File: src/rtl/rst_pulse_gen.sv
//------------------------------------------------------------------------------
// Module      : rst_pulse_gen
// Description : Request-driven reset pulse generator with power-on pulse,
//               post-release holdoff and a single-cycle completion strobe.
// Revision    : 1.0 - initial release
//------------------------------------------------------------------------------
`default_nettype none

module rst_pulse_gen #(
   parameter int PULSE_CYCLES   = 128,
   parameter int HOLDOFF_CYCLES = 16
) (
   input  logic clk_i,
   input  logic arst_n_i,
   input  logic req_i,
   output logic rst_n_o,
   output logic busy_o,
   output logic done_o
);

   localparam int c_CNT_MAX = (PULSE_CYCLES > HOLDOFF_CYCLES) ? PULSE_CYCLES : HOLDOFF_CYCLES;
   localparam int c_CNT_W   = $clog2(c_CNT_MAX + 1);
   localparam bit c_HAS_HOLDOFF = (HOLDOFF_CYCLES > 0);
   localparam int c_HOLD_LAST_INT = c_HAS_HOLDOFF ? (HOLDOFF_CYCLES - 1) : 0;

   localparam logic [c_CNT_W-1:0] c_PULSE_LAST = c_CNT_W'(PULSE_CYCLES - 1);
   localparam logic [c_CNT_W-1:0] c_HOLD_LAST  = c_CNT_W'(c_HOLD_LAST_INT);
   localparam logic [c_CNT_W-1:0] c_CNT_ZERO   = '0;
   localparam logic [c_CNT_W-1:0] c_CNT_ONE    = c_CNT_W'(1);

   generate
      if (PULSE_CYCLES < 1) begin : g_bad_pulse
         $error("rst_pulse_gen: PULSE_CYCLES must be >= 1");
      end
      if (HOLDOFF_CYCLES < 0) begin : g_bad_holdoff
         $error("rst_pulse_gen: HOLDOFF_CYCLES must be >= 0");
      end
   endgenerate

   typedef enum logic [1:0] {
      ST_IDLE    = 2'd0,
      ST_ASSERT  = 2'd1,
      ST_HOLDOFF = 2'd2
   } state_t;

   state_t               r_state;
   state_t               w_state_nxt;
   logic [c_CNT_W-1:0]   r_cnt;
   logic [c_CNT_W-1:0]   w_cnt_nxt;
   logic                 r_req_q;
   logic                 r_rst_n;
   logic                 w_rst_n_nxt;
   logic                 r_done;
   logic                 w_done_nxt;
   logic                 w_req_edge;

   assign w_req_edge = req_i & ~r_req_q;

   // Reset lands in ASSERT so release immediately runs the power-on pulse.
   always_ff @(posedge clk_i or negedge arst_n_i) begin
      if (!arst_n_i) begin
         r_state <= ST_ASSERT;
         r_cnt   <= c_CNT_ZERO;
         r_req_q <= 1'b0;
         r_rst_n <= 1'b0;
         r_done  <= 1'b0;
      end else begin
         r_state <= w_state_nxt;
         r_cnt   <= w_cnt_nxt;
         r_req_q <= req_i;
         r_rst_n <= w_rst_n_nxt;
         r_done  <= w_done_nxt;
      end
   end

   always_comb begin
      w_state_nxt = r_state;
      w_cnt_nxt   = r_cnt;
      w_rst_n_nxt = r_rst_n;
      w_done_nxt  = 1'b0;

      case (r_state)
         ST_IDLE: begin
            w_rst_n_nxt = 1'b1;
            if (w_req_edge) begin
               w_state_nxt = ST_ASSERT;
               w_cnt_nxt   = c_CNT_ZERO;
               w_rst_n_nxt = 1'b0;
            end
         end

         ST_ASSERT: begin
            w_rst_n_nxt = 1'b0;
            if (r_cnt == c_PULSE_LAST) begin
               w_cnt_nxt   = c_CNT_ZERO;
               w_rst_n_nxt = 1'b1;
               if (c_HAS_HOLDOFF) begin
                  w_state_nxt = ST_HOLDOFF;
               end else begin
                  w_state_nxt = ST_IDLE;
                  w_done_nxt  = 1'b1;
               end
            end else begin
               w_cnt_nxt = r_cnt + c_CNT_ONE;
            end
         end

         ST_HOLDOFF: begin
            w_rst_n_nxt = 1'b1;
            if (r_cnt == c_HOLD_LAST) begin
               w_state_nxt = ST_IDLE;
               w_cnt_nxt   = c_CNT_ZERO;
               w_done_nxt  = 1'b1;
            end else begin
               w_cnt_nxt = r_cnt + c_CNT_ONE;
            end
         end

         default: begin
            // Unreachable encoding recovers by issuing a full pulse.
            w_state_nxt = ST_ASSERT;
            w_cnt_nxt   = c_CNT_ZERO;
            w_rst_n_nxt = 1'b0;
         end
      endcase
   end

   assign rst_n_o = r_rst_n;
   assign busy_o  = (r_state != ST_IDLE);
   assign done_o  = r_done;

endmodule

`default_nettype wire

File: config.mk
export PLATFORM = sky130hd
export DESIGN_NAME = rst_pulse_gen
export DESIGN_NICKNAME = d
export VERILOG_FILES = /design/src/rtl/rst_pulse_gen.sv
export SDC_FILE = /design/constraint.sdc
export NUM_CORES = 1
export LEC_CHECK = 0
export ABC_AREA = 0
export CAP_MARGIN = 20
export CORE_UTILIZATION = 54
export DETAILED_ROUTE_END_ITERATION = 12
export MAX_ROUTING_LAYER = met4
export PLACE_DENSITY = 0.75
export SYNTH_ARGS = -nofsm -noshare
export SYNTH_HDL_FRONTEND = slang
export SYNTH_SLANG_ARGS = --single-unit
File: constraint.sdc
create_clock -name clk_i -period 1.9 [get_ports clk_i]
set_input_delay 0.475 -clock clk_i [delete_from_list [all_inputs] [get_ports clk_i]]
set_output_delay 0.475 -clock clk_i [all_outputs]
set_load 0.005 [all_outputs]
==> results.tsv <==
stage	metric	value	unit
yosys	synthMuxAreaShare	4.09	%
timing	rsz0062_at_grt	false	
yosys	synth.area.top_cells	dfrtp_1, ha_1, nand2_1	
die	row_count	13	
power	pwr-share-seq	36.9	%
routing	post_drt_wl_per_cell	16.0	um
cts	root_buffer	clkbuf_4	
power	combPwrFrac	43.9	%
timing	fin_ws	0.0818	ns
timing	slew_violations	0	
timing	final.setup.tns	0	ns
cts	clk-insertion-delay-late	0.29	ns
yosys	synthSimpleGateAreaFrac	18.5	%
finish	finalInstanceArea	892	um2
power	p_per_area	1050	mW/mm2
critical_path	startpoint_type	flip-flop	
cts	cts_buffers	3	
finish	diodes	0	
critical_path	crit_arrival	1.34	ns
placement	pre_cts_ws	0.0231	ns
routing	wl	1710	um
cts	holdBufCountCts	0	
power	power_leakage	0.376	nW
die	dieArea	0.00157	mm2
placement	place.gp.congestion	0.839	
placement	hpwl	1210	um
finish	drive_above_1_share	19.6	%
yosys	async_flop_share	100	%
timing	skew	0.00777	ns
job	max_cap_violations	0	
yosys	ys_seq_area_share	42.7	%
global_routing	grt_antenna_before_repair	0	
yosys	ys_ff_latch	13	
routing	vias	675	
routing	drt_iter0_markers	22	
critical_path	r2r_cells	5	
critical_path	crit-reg2reg-launch	r_cnt[0]	
routing	drc	0	
hold_path	min_from	r_state[0]	
global_routing	grt_max_degree	14	
yosys	syn_inst	80	
critical_path	reg2reg_slack	0.11	ns
critical_path	cp_max_fo	3	
finish	areaGrowthSynthToFinish	16.7	%
yosys	synth_compound_area_share	23.2	%
timing	final.min_clock_period	1.82	ns
timing	finalHoldViolations	0	
yosys	synth_nets	88	
timing	tightestPinTransition	0.600	ns
yosys	synth.avg_cell_area	9.56	um2
hold_path	hold_class	flip-flop to flip-flop	
critical_path	r2r-end	r_cnt[6]	
placement	detailed_place.area	857	um2
cts	clkTransAtPathRegs	0.07	ns
routing	antenna_left	0	
die	ios	6	
power	p_int	0.582	mW
finish	nFillCells	103	
timing	slew_headroom	59.9	%
yosys	synth_top_family_by_area	compound AO/OA/AOI/OAI gates	
cts	htreeDepth	1	
yosys	yosys.area_share.adder	8.18	%
die	die_y	39.6	um
die	die_w	39.6	um
critical_path	worstSetupPathType	flip-flop to primary output	
timing	period_share	95.7	%
cts	clockBufferDepth	2	
global_routing	grt_pass1_wl	2640	um
cts	cts.sinks	13	
hold_path	whs_endpoint	r_state[0]	
power	ir_drop	742	uV
yosys	yosysWarnings	0	
yosys	yosysUniqueCellTypes	32	
outcome	status	completed	
finish	nets	101	
placement	io_buffer_count	5	
timing	setup_viol	0	
yosys	synthFlopType	dfrtp_1	
yosys	syn-cell-area	764	um2
timing	fmax	550	MHz
routing	vias_per_cell	6.31	
critical_path	critPathRequiredTime	1.42	ns
global_routing	overflow	0	
yosys	yosys.area.top_type	dfrtp_1	
power	clkPwrFrac	19.2	%
yosys	synthTopCellsByCount	dfrtp_1, nand2_1, o21ai_0, ha_1	
cts	cts_tree	yes	
critical_path	setup.worst_path.end_class	primary output	
yosys	synth_edf_count	0	
global_routing	grt_pass1_vias	608	
hold_path	min_path_cells	2	
routing	first_pass_iters	4	
global_routing	grt.total_usage	26.8	%
die	coreArea	0.00130	mm2
yosys	synthXorXnorAreaFrac	0	%
yosys	synth_top_area_share	39.3	%
power	netSwitchingFraction	37.9	%
die	initial_core_util	58.7	%
power	switchingPower	0.355	mW
-- layout by cell type, fill, tap and decap left out, drive strengths merged --
| master | synthesis | final |
|---|---|---|
| ha | 5 | 5 |
| nand2 | 12 | 12 |
| clkbuf | 1 | 4 |
| dfrtp | 12 | 12 |
| dfstp | 1 | 1 |
| buf | 2 | 6 |
| o31a | 1 | 1 |
| o41ai | 1 | 1 |
| a211oi | 2 | 2 |
| mux2 | 1 | 1 |
| nand4 | 1 | 1 |
| a32o | 1 | 1 |
| nor3 | 4 | 4 |
| and3 | 2 | 2 |
| or2 | 1 | 1 |
| a21boi | 2 | 2 |
| nand3 | 3 | 3 |
| mux2i | 2 | 2 |
| o32a | 1 | 1 |
| and2 | 1 | 1 |
| clkdlybuf4s50 | 0 | 4 |
| dlygate4sd2 | 0 | 1 |
| o2111ai | 2 | 2 |
| o21ai | 6 | 6 |
| nand2b | 1 | 1 |
| nor4 | 1 | 1 |
| a21oi | 2 | 2 |
| o311ai | 1 | 1 |
| o211ai | 4 | 4 |
| nor3b | 1 | 1 |
| o21a | 1 | 1 |
| nor2 | 2 | 2 |
| inv | 3 | 3 |
-- cell type report --
type,count,area (um2),area share [%]
clock buffer,4,26.3,2.95
inverter,3,11.3,1.26
multi-input combinational,61,415,46.6
sequential,13,327,36.6
tap,15,18.8,2.10
timing repair buffer,11,93.8,10.5
-- worst max-delay path, stage by stage (launching register included) --
cell and delay, ns:
dfstp_2 0.55, inv_2 0.05, ha_2 0.19, inv_1 0.05, dlygate4sd2_1 0.22
-- sequential cells by signal, summed over array words and instances, names as in the netlist --
register  count
done_o        1
rst_n_o       1
r_cnt         8
r_req_q       1
r_state       2
-- cell families (layout without fill, tap and decap cells) --
group                      after synthesis  after routing
and+or+nand+nor                         29             29
AOI/OAI and AO/OA                       24             24
adders and majority gates                5              5
muxes                                    3              3
buffers and inverters                    6             18
DFF                                     13             13
-- repair_timing --
item                       4_1_cts  5_1_grt
setup buffers                    1        0
resized for setup                2        1
cloned                           0        0
setup endpoints to repair        1        1
-- through the flow --
stage          utilization (%)  power [mW]  std cells  hold WS [ns]
2_1_floorplan                -       0.584         80         0.179
3_3_place_gp              65.9       0.721        102         0.504
3_5_place_dp              65.9       0.740        102         0.519
4_1_cts                   68.6       0.926        107         0.534
5_1_grt                   68.6       0.997        107         0.541
6_report                  68.6       0.936        107         0.517
-- power groups by stage --
| stage | registers (mW) | clock network [mW] | logic (mW) |
|---|---|---|---|
| 2_1_floorplan | 0.346 | 0 | 0.237 |
| 3_3_place_gp | 0.349 | 0 | 0.371 |
| 3_5_place_dp | 0.355 | 0 | 0.385 |
| 4_1_cts | 0.343 | 0.179 | 0.405 |
| 5_1_grt | 0.351 | 0.193 | 0.453 |
| 6_report | 0.346 | 0.180 | 0.411 |
-- how the worst max path moves through the flow --
stage / from / to / slack (ns) / depth (start not counted)
finish: r_state[0] / busy_o / 0.08 / 4
global route: r_cnt[0] / r_cnt[6] / 0.009 / 5
CTS: r_state[0] / busy_o / 0.06 / 4
detailed placement: r_state[0] / busy_o / 0.02 / 4
global placement: r_state[0] / busy_o / 0.07 / 4
floorplan: r_state[0] / r_state[1] / 0.24 / 5
-- per-layer routing --
layer / track usage [%] / part of all wire, % / vias to the layer above
met5: - / 0 / -
met4: 12.1 / 1.5 / 0
met3: 6.82 / 5.9 / 3
met2: 41.8 / 48 / 34
met1: 32.4 / 44 / 315
li1: - / - / 323
No activity file was read; power rests on OpenSTA's default activity.
